<file path="src/rtl/mux_slot_pkg.sv">
// Shared types and helpers for the TinyTapeout slot multiplexer.
// Slot bus packing: iw = {uio_in, ui_in, rst_n, clk}, ow = {uio_oe, uio_out, uo_out}.
package mux_slot_pkg;

    localparam int IW_W = 18;
    localparam int OW_W = 24;

    typedef enum logic [1:0] {
        S_IDLE,
        S_DRAIN,
        S_RESET,
        S_ACTIVE
    } state_t;

    typedef struct packed {
        logic [7:0] oe;
        logic [7:0] uio;
        logic [7:0] uo;
    } ow_t;

    function automatic logic [IW_W-1:0] iw_pack(
        input logic [7:0] uio,
        input logic [7:0] ui,
        input logic       rst_n,
        input logic       clk
    );
        return {uio, ui, rst_n, clk};
    endfunction

    function automatic ow_t ow_unpack(input logic [OW_W-1:0] ow);
        return ow_t'(ow);
    endfunction

endpackage

</file>
<file path="src/rtl/mux_slot_outreg.sv">
// Output path: selects the active slot's ow word and registers it.
// The register loads zero whenever keep is low, so idle/switching slots never leak.
module mux_slot_outreg
    import mux_slot_pkg::*;
#(
    parameter int NUM_SLOTS = 4,
    parameter int SEL_W     = $clog2(NUM_SLOTS) + 1
) (
    input  logic                      clk,
    input  logic                      rst,
    input  logic [NUM_SLOTS*OW_W-1:0] slot_ow,
    input  logic [SEL_W-1:0]          sel,
    input  logic                      keep,
    output logic [7:0]                uo_out,
    output logic [7:0]                uio_out,
    output logic [7:0]                uio_oe
);

    logic [OW_W-1:0] pick;
    ow_t             q;

    // NUM_SLOTS:1 mux of the slot output words
    always_comb begin
        pick = '0;
        for (int i = 0; i < NUM_SLOTS; i++) begin
            if (sel == SEL_W'(i)) begin
                pick = slot_ow[OW_W*i +: OW_W];
            end
        end
    end

    // capture selected word, forced to zero outside a steady active slot
    always_ff @(posedge clk or posedge rst) begin
        if (rst) begin
            q <= '0;
        end else if (keep) begin
            q <= ow_unpack(pick);
        end else begin
            q <= '0;
        end
    end

    assign uo_out  = q.uo;
    assign uio_out = q.uio;
    assign uio_oe  = q.oe;

endmodule

</file>
<file path="src/rtl/mux_slot_sequencer.sv">
// Hosts NUM_SLOTS project slots behind one pin set; switches are sequenced
// drain -> clocked reset -> active. err_pulse is registered (cycle after accept).
module mux_slot_sequencer
    import mux_slot_pkg::*;
#(
    parameter int NUM_SLOTS = 4,
    parameter int SEL_W     = $clog2(NUM_SLOTS) + 1,
    parameter int DRAIN_CYC = 2,
    parameter int RST_HOLD  = 8
) (
    input  logic                      clk,
    input  logic                      rst,
    input  logic                      proj_clk,
    input  logic                      host_rst_n,
    input  logic                      req_valid,
    output logic                      req_ready,
    input  logic [SEL_W-1:0]          req_id,
    input  logic [7:0]                ui_in,
    input  logic [7:0]                uio_in,
    output logic [7:0]                uo_out,
    output logic [7:0]                uio_out,
    output logic [7:0]                uio_oe,
    output logic [NUM_SLOTS-1:0]      slot_ena,
    output logic [NUM_SLOTS*IW_W-1:0] slot_iw,
    input  logic [NUM_SLOTS*OW_W-1:0] slot_ow,
    output logic [SEL_W-1:0]          active_id,
    output logic                      active_valid,
    output logic                      err_pulse
);

    localparam int CNT_MAX = (DRAIN_CYC > RST_HOLD) ? DRAIN_CYC : RST_HOLD;
    localparam int CNT_W   = ($clog2(CNT_MAX) > 0) ? $clog2(CNT_MAX) : 1;

    localparam logic [CNT_W-1:0] DRAIN_LD = CNT_W'(DRAIN_CYC - 1);
    localparam logic [CNT_W-1:0] RST_LD   = CNT_W'(RST_HOLD - 1);
    localparam logic [SEL_W-1:0] N_ID     = SEL_W'(NUM_SLOTS);

    state_t               state, nxt;
    logic [CNT_W-1:0]     cnt, cnt_n;
    logic [SEL_W-1:0]     tgt, tgt_n;
    logic [NUM_SLOTS-1:0] ena_n;
    logic                 err_n;
    logic                 acc;
    logic                 id_ok;
    logic                 tgt_ok;
    logic                 keep;

    assign req_ready    = (state == S_IDLE) || (state == S_ACTIVE);
    assign acc          = req_valid & req_ready;
    assign id_ok        = req_id < N_ID;
    assign tgt_ok       = tgt < N_ID;
    assign active_valid = (state == S_ACTIVE);
    assign active_id    = active_valid ? tgt : '0;
    assign keep         = (state == S_ACTIVE) && (nxt == S_ACTIVE);

    // next-state, counter/target updates and next slot enable
    always_comb begin
        nxt   = state;
        cnt_n = cnt;
        tgt_n = tgt;
        err_n = 1'b0;
        ena_n = '0;
        unique case (state)
            S_IDLE: begin
                if (acc && id_ok) begin
                    nxt   = S_RESET;
                    cnt_n = RST_LD;
                    tgt_n = req_id;
                end else if (acc) begin
                    err_n = 1'b1;
                end
            end
            S_DRAIN: begin
                if (cnt == '0) begin
                    nxt   = tgt_ok ? S_RESET : S_IDLE;
                    cnt_n = RST_LD;
                end else begin
                    cnt_n = cnt - CNT_W'(1);
                end
            end
            S_RESET: begin
                if (cnt == '0) begin
                    nxt = S_ACTIVE;
                end else begin
                    cnt_n = cnt - CNT_W'(1);
                end
            end
            S_ACTIVE: begin
                if (acc) begin
                    nxt   = S_DRAIN;
                    cnt_n = DRAIN_LD;
                    tgt_n = req_id;
                    err_n = !id_ok;
                end
            end
        endcase
        for (int i = 0; i < NUM_SLOTS; i++) begin
            ena_n[i] = ((nxt == S_RESET) || (nxt == S_ACTIVE))
                       && (tgt_n == SEL_W'(i));
        end
    end

    // sequencer state, counter, target, enables and error pulse
    always_ff @(posedge clk or posedge rst) begin
        if (rst) begin
            state     <= S_IDLE;
            cnt       <= '0;
            tgt       <= '0;
            slot_ena  <= '0;
            err_pulse <= 1'b0;
        end else begin
            state     <= nxt;
            cnt       <= cnt_n;
            tgt       <= tgt_n;
            slot_ena  <= ena_n;
            err_pulse <= err_n;
        end
    end

    // per-slot input bus: only the target slot sees clock/reset/pins
    always_comb begin
        slot_iw = '0;
        for (int i = 0; i < NUM_SLOTS; i++) begin
            if (tgt == SEL_W'(i)) begin
                if (state == S_RESET) begin
                    slot_iw[IW_W*i +: IW_W] =
                        iw_pack(8'h00, 8'h00, 1'b0, proj_clk);
                end else if (state == S_ACTIVE) begin
                    slot_iw[IW_W*i +: IW_W] =
                        iw_pack(uio_in, ui_in, host_rst_n, proj_clk);
                end
            end
        end
    end

    mux_slot_outreg #(
        .NUM_SLOTS(NUM_SLOTS),
        .SEL_W    (SEL_W)
    ) u_outreg (
        .clk    (clk),
        .rst    (rst),
        .slot_ow(slot_ow),
        .sel    (tgt),
        .keep   (keep),
        .uo_out (uo_out),
        .uio_out(uio_out),
        .uio_oe (uio_oe)
    );

endmodule
</file>
<file path="config.mk">
export PLATFORM = sky130hd
export DESIGN_NAME = mux_slot_sequencer
export DESIGN_NICKNAME = d
export VERILOG_FILES = /design/src/rtl/mux_slot_pkg.sv /design/src/rtl/mux_slot_outreg.sv /design/src/rtl/mux_slot_sequencer.sv
export SDC_FILE = /design/constraint.sdc
export NUM_CORES = 1
export LEC_CHECK = 0
export CORE_ASPECT_RATIO = 1.2
export CORE_MARGIN = 2
export CORE_UTILIZATION = 35
export DETAILED_ROUTE_END_ITERATION = 6
export PLACE_DENSITY = 0.87
export SLEW_MARGIN = 20
export SYNTH_ARGS = -nofsm -noshare
export SYNTH_HDL_FRONTEND = slang
export SYNTH_SLANG_ARGS = --single-unit
</file>
<file path="constraint.sdc">
create_clock -name clk -period 4.8 [get_ports clk]
set_input_delay 0.48 -clock clk [delete_from_list [all_inputs] [get_ports clk]]
set_output_delay 0.48 -clock clk [all_outputs]
set_load 0.01 [all_outputs]
</file>
# Word level (Yosys, flattened, before mapping)
# Cells that the tools add are included.
# W data, S select, Z words.
# word_totals
reg_bits,37
in_bits,120
word_cells,70
# op_classes
addsub,1
magnitude_cmp,2
n_eq_ne,14
n_mux,30
bitwise_logic,1
n_reduce_logical,14
# op_table
cell,count
$mux W24,5
$mux W18,6
$mux W3,7
$eq A3 B2 Y1 const B,4
$pmux W3 S4,1
$mux W2,5
$logic_not A3 Y1,3
$eq A2 B2 Y1 const B,4
$pmux W2 S4,1
$eq A3 B1 Y1 const B,2
$logic_and A1 B1 Y1,6
$lt A3 B3 Y1 const B,2
$pmux W3 S2,1
$ne A2 B1 Y1 const B,2
$mux W1,3
$reduce_and A3 Y1,1
$sub A3 B1 Y3 const B,1
$eq A2 B1 Y1 const B,1
$logic_not A2 Y1,1
$logic_or A1 B1 Y1,2
$ne A2 B2 Y1 const B,1
$pmux W1 S2,1
$and A1 B1 Y1,1
$logic_not A1 Y1,1

# Longest topological paths before layout
# depth
word_depth,9
ltp_mapped,8
ltp_nobuf,7

# Hierarchy
# From an unflattened synthesis, not the netlist that was laid out.
# hier_totals
hier_cells,325
area_unflattened_um2,2926.6
# modules_own_cells
module,n_inst,cells_each,area_per_inst_um2,seq_area_each_um2
mux_slot_outreg,1,139,1734.2,600.6
mux_slot_sequencer,1,186,1192.4,325.3

# Least setup slack after synthesis
# No wires, ideal clock.
# synth_path
path_kind,register to output
start,register state[0]
end,output port slot_iw[26]
arrival_ns,1.691
path_slack_ns,2.629
path_stages_with_launch,7
n_path_buf,1
cell_sequence,dfrtp_1 > ha_1 > inv_1 > nor2_1 > buf_2 > nand2_1 > nor2_1
# synth_between
elab_chain_len,4
# synth_lines
item,line,rtl
"start, declared",mux_slot_sequencer.sv:38,"state_t state, nxt;"
"start signal, assigned",mux_slot_sequencer.sv:112,state <= nxt;
$eq A2 B2 Y1,-,
net active_valid,mux_slot_sequencer.sv:27,"output logic active_valid,"
$mux W18,mux_slot_sequencer.sv:128,end else if (state == S_ACTIVE) begin
$mux W18,mux_slot_sequencer.sv:125,if (state == S_RESET) begin
$mux W18,mux_slot_sequencer.sv:124,if (tgt == SEL_W'(i)) begin
"end, declared",mux_slot_sequencer.sv:24,"output logic [NUM_SLOTS*IW_W-1:0] slot_iw,"
# The timed path passes the listed nets, and every way through them passes these cells.

# Worst setup path after layout
# layout_path
start,register tgt[0]
end,output port slot_iw[64]
# layout_between
elab_chain_len,2
# layout_lines
item,line,rtl
"start, declared",mux_slot_sequencer.sv:40,"logic [SEL_W-1:0] tgt, tgt_n;"
"start signal, assigned",mux_slot_sequencer.sv:114,tgt <= tgt_n;
$eq A3 B2 Y1,mux_slot_sequencer.sv:124,
$mux W18,mux_slot_sequencer.sv:124,
# Every way passes these cells.

==> flow_summary.toml <==
[run_status]
outcome = "completed"

[hold_path]
hold_class = "register to register"
min_to = "cnt[0]$_DFFE_PP0P_"
hp-start = "cnt[0]$_DFFE_PP0P_"
whs_path_depth = 1

[layout]
multi_input_area_um2 = 1619
antenna-diode-count = 0
stdcell_area_um2 = 5090
drive_above_1_share_pct = 12.35
nets = 612
fillers = 568
area_growth_pct = 90.81
final-seq-area_um2 = 927.1

[route]
first_pass_iters = 4
wirelength_um = 10240
drtIter0Drc = 82
vias_per_cell = 5.167
wl_per_cell_um = 17.77
ant_nets = 0
post-route-drc-count = 0
num_vias = 2976

[sta]
finalCritPeriodShare_pct = 72.22
relSlewSlack_pct = 31.19
worst_pin_slew_ps = 1030
slew_viol_final = 0
setup_tns_ps = 0
post-route-min-period_ps = 3466
hold_violations = 0
skew_ps = 9.538
whs_ps = 531.4
grt_setup_unrepaired = "no"
setup-violations-final = 0
fmax_ghz = 0.2885

[placed_design]
post-dp-hpwl_um = 8232
place.gp.congestion = 0.8375
dpl_cell_area_um2 = 4976
port_buffers = 225

[power]
clkPwrFrac_pct = 13.5
power_frac_seq_pct = 24.3
peakVddDrop_mv = 0.3662
swShare_pct = 42.58
powerDensity_nw_per_um2 = 381.7
power.leakage_nw = 1.894
combPwrFrac_pct = 62.2
p_sw_w = 0.0008273
p_int_w = 0.001116

[floorplanning]
dieArea_um2 = 8339
fp.dieH_um = 99.64
core_area_um2 = 7317
dieWidth_um = 83.70
ios = 226
row_count = 34
initial_core_util_pct = 36.46

[worst_setup_path]
r2r_cells = 7
startpoint = "tgt[0]$_DFF_PP0_"
worstSetupPathType = "register to output pin"
critPathLaunchType = "register"
ff2ff_setup_slack_ps = 2160
cp_data_arrival_time_ps = 2990
endpoint_kind = "output pin"
cp.required_ps = 4320
path_max_fanout = 30
rr_startpoint = "state[1]$_DFF_PP0_"
r2r-end = "u_outreg.uio_oe[4]$_DFF_PP0_"

[job]
maxCapViolCount = 0

[synth]
synth-compound-area-share_pct = 6.191
synthSimpleGateAreaFrac_pct = 30.39
ys_types = 35
synthAdderAreaFrac_pct = 3.283
postSynth.asyncResetShare_pct = 100.0
syn-instance-count = 268
ys_ff_latch = 37
synth_area_leader_cell = "dfrtp_1"
syn_avg_cell_area_um2 = 9.954
syn_area_um2 = 2668
synthDominantCellAreaShare_pct = 34.71
synth_top_family_by_area = "simple AND/OR/NAND/NOR gates"
synth_mux_area_share_pct = 20.26
synth_area_leaders = "dfrtp_1 (35%), mux4_2 (20%), nor2_1 (11%)"
synth_edf_count = 0
syn_nets = 395
ys_warn_count = 0
synth_flop_cell = "dfrtp_1"
yosysSeqAreaShare_pct = 34.71
synth-xor-area-share_pct = 0

[global_route]
antenna_found_initial = 0
grt_pass1_wl_um = 15890
grt_max_degree = 38
grt_use_total_pct = 23.99
grt_pass1_vias = 3245
grt_overflow = 0

[clock_network]
cts.sinks = 37
htreeDepth = 2
hold_buffers = 0
clock_path_buffers = 2
cts_resized = 0
clock_latency_ps = 280
numCtsBuffers = 5
tritoncts = "done"
post_cts_buffers = 0
path_clk_slew_ps = 80
cts_root_buf = "clkbuf_8"
## Yosys cell counts (3+ instances only)
library cell and instances:
dfrtp_1 37, nor3b_1 5, inv_1 12, ha_1 7
nor2b_1 3, buf_2 8, o21ai_0 4, nor3b_2 19
nand2_1 20, nor4_1 4, nor2_1 81, nand2b_1 3
clkbuf_1 7, mux4_2 24, a21oi_1 8
## worst max path at each step
stage,endpoint,cells past startpoint
2_1_floorplan,slot_iw[26],6
3_3_place_gp,slot_iw[46],6
3_5_place_dp,slot_iw[64],6
4_1_cts,slot_iw[64],6
5_1_grt,slot_iw[64],3
6_report,slot_iw[64],3
## through the flow
stage	setup WS (ps)	util [%]	power [W]	std cells
after global routing	1041	69.56	0.002087	576
after global placement	1519	67.99	0.001665	568
after floorplan	2629	-	0.001276	268
final	1334	69.56	0.001943	576
after CTS	1138	69.53	0.001965	576
after detailed placement	1460	68.01	0.001696	568
## power groups by stage
stage	combinational [W]	clock, W	sequential (W)
6_report	0.00121	0.000262	0.000473
5_1_grt	0.00131	0.000289	0.000492
4_1_cts	0.00122	0.000271	0.000477
3_5_place_dp	0.00121	0	0.000483
3_3_place_gp	0.00119	0	0.000479
2_1_floorplan	0.000854	0	0.000422
## registers in the layout, indices dropped and copies added, names as in the netlist
register,flops
u_outreg.uio_oe,8
tgt,3
u_outreg.uo_out,8
u_outreg.uio_out,8
state,2
err_pulse,1
slot_ena,4
cnt,3
## layout by cell type (no fill, tap or decap), types with 2 or more instances in the layout
| cell | count |
|---|---|
| a21oi_1 | 7 |
| a221oi_1 | 2 |
| and2_1 | 2 |
| buf_4 | 3 |
| clkbuf_8 | 5 |
| clkdlybuf4s50_1 | 225 |
| dfrtp_1 | 36 |
| ha_1 | 7 |
| inv_1 | 12 |
| mux4_2 | 24 |
| nand2_1 | 20 |
| nand2b_1 | 3 |
| nand3b_1 | 2 |
| nor2_1 | 80 |
| nor2b_1 | 3 |
| nor3_1 | 2 |
| nor3b_1 | 5 |
| nor3b_2 | 19 |
| nor4_1 | 4 |
| o21ai_0 | 4 |
| o311a_1 | 2 |
## layout make-up
cell class / instances / area share (%)
clock inverters: 2 / 0.7620
well taps: 90 / 2.212
clock buffers: 6 / 1.426
multi-input cells: 201 / 31.81
inverters: 12 / 0.8850
flip-flops and latches: 37 / 18.22
repair buffers: 228 / 44.69
## layer usage
layer / share of wire (%) / GRT usage [%] / wire length (um)
met1: 36 / 24.56 / 3680
met2: 55 / 47.88 / 5602
met3: 8.0 / 6.307 / 819
met4: 1.3 / 5.831 / 132
met5: 0 / 0 / 0
## critical path, stage by stage (launching register included)
cell and delay (ps):
dfrtp_2 960, nand3_1 800, nor2_1 350, clkdlybuf4s50_1 590
## kinds of logic after synthesis
logic type,count (synthesis)
AO/OA/AOI/OAI,23
multiplexers,24
AND/OR/NAND/NOR,147
adder cells (fa/ha/maj),7
buffers and inverters,30
flip-flops,37
No activity file was read; power rests on OpenSTA's default activity.
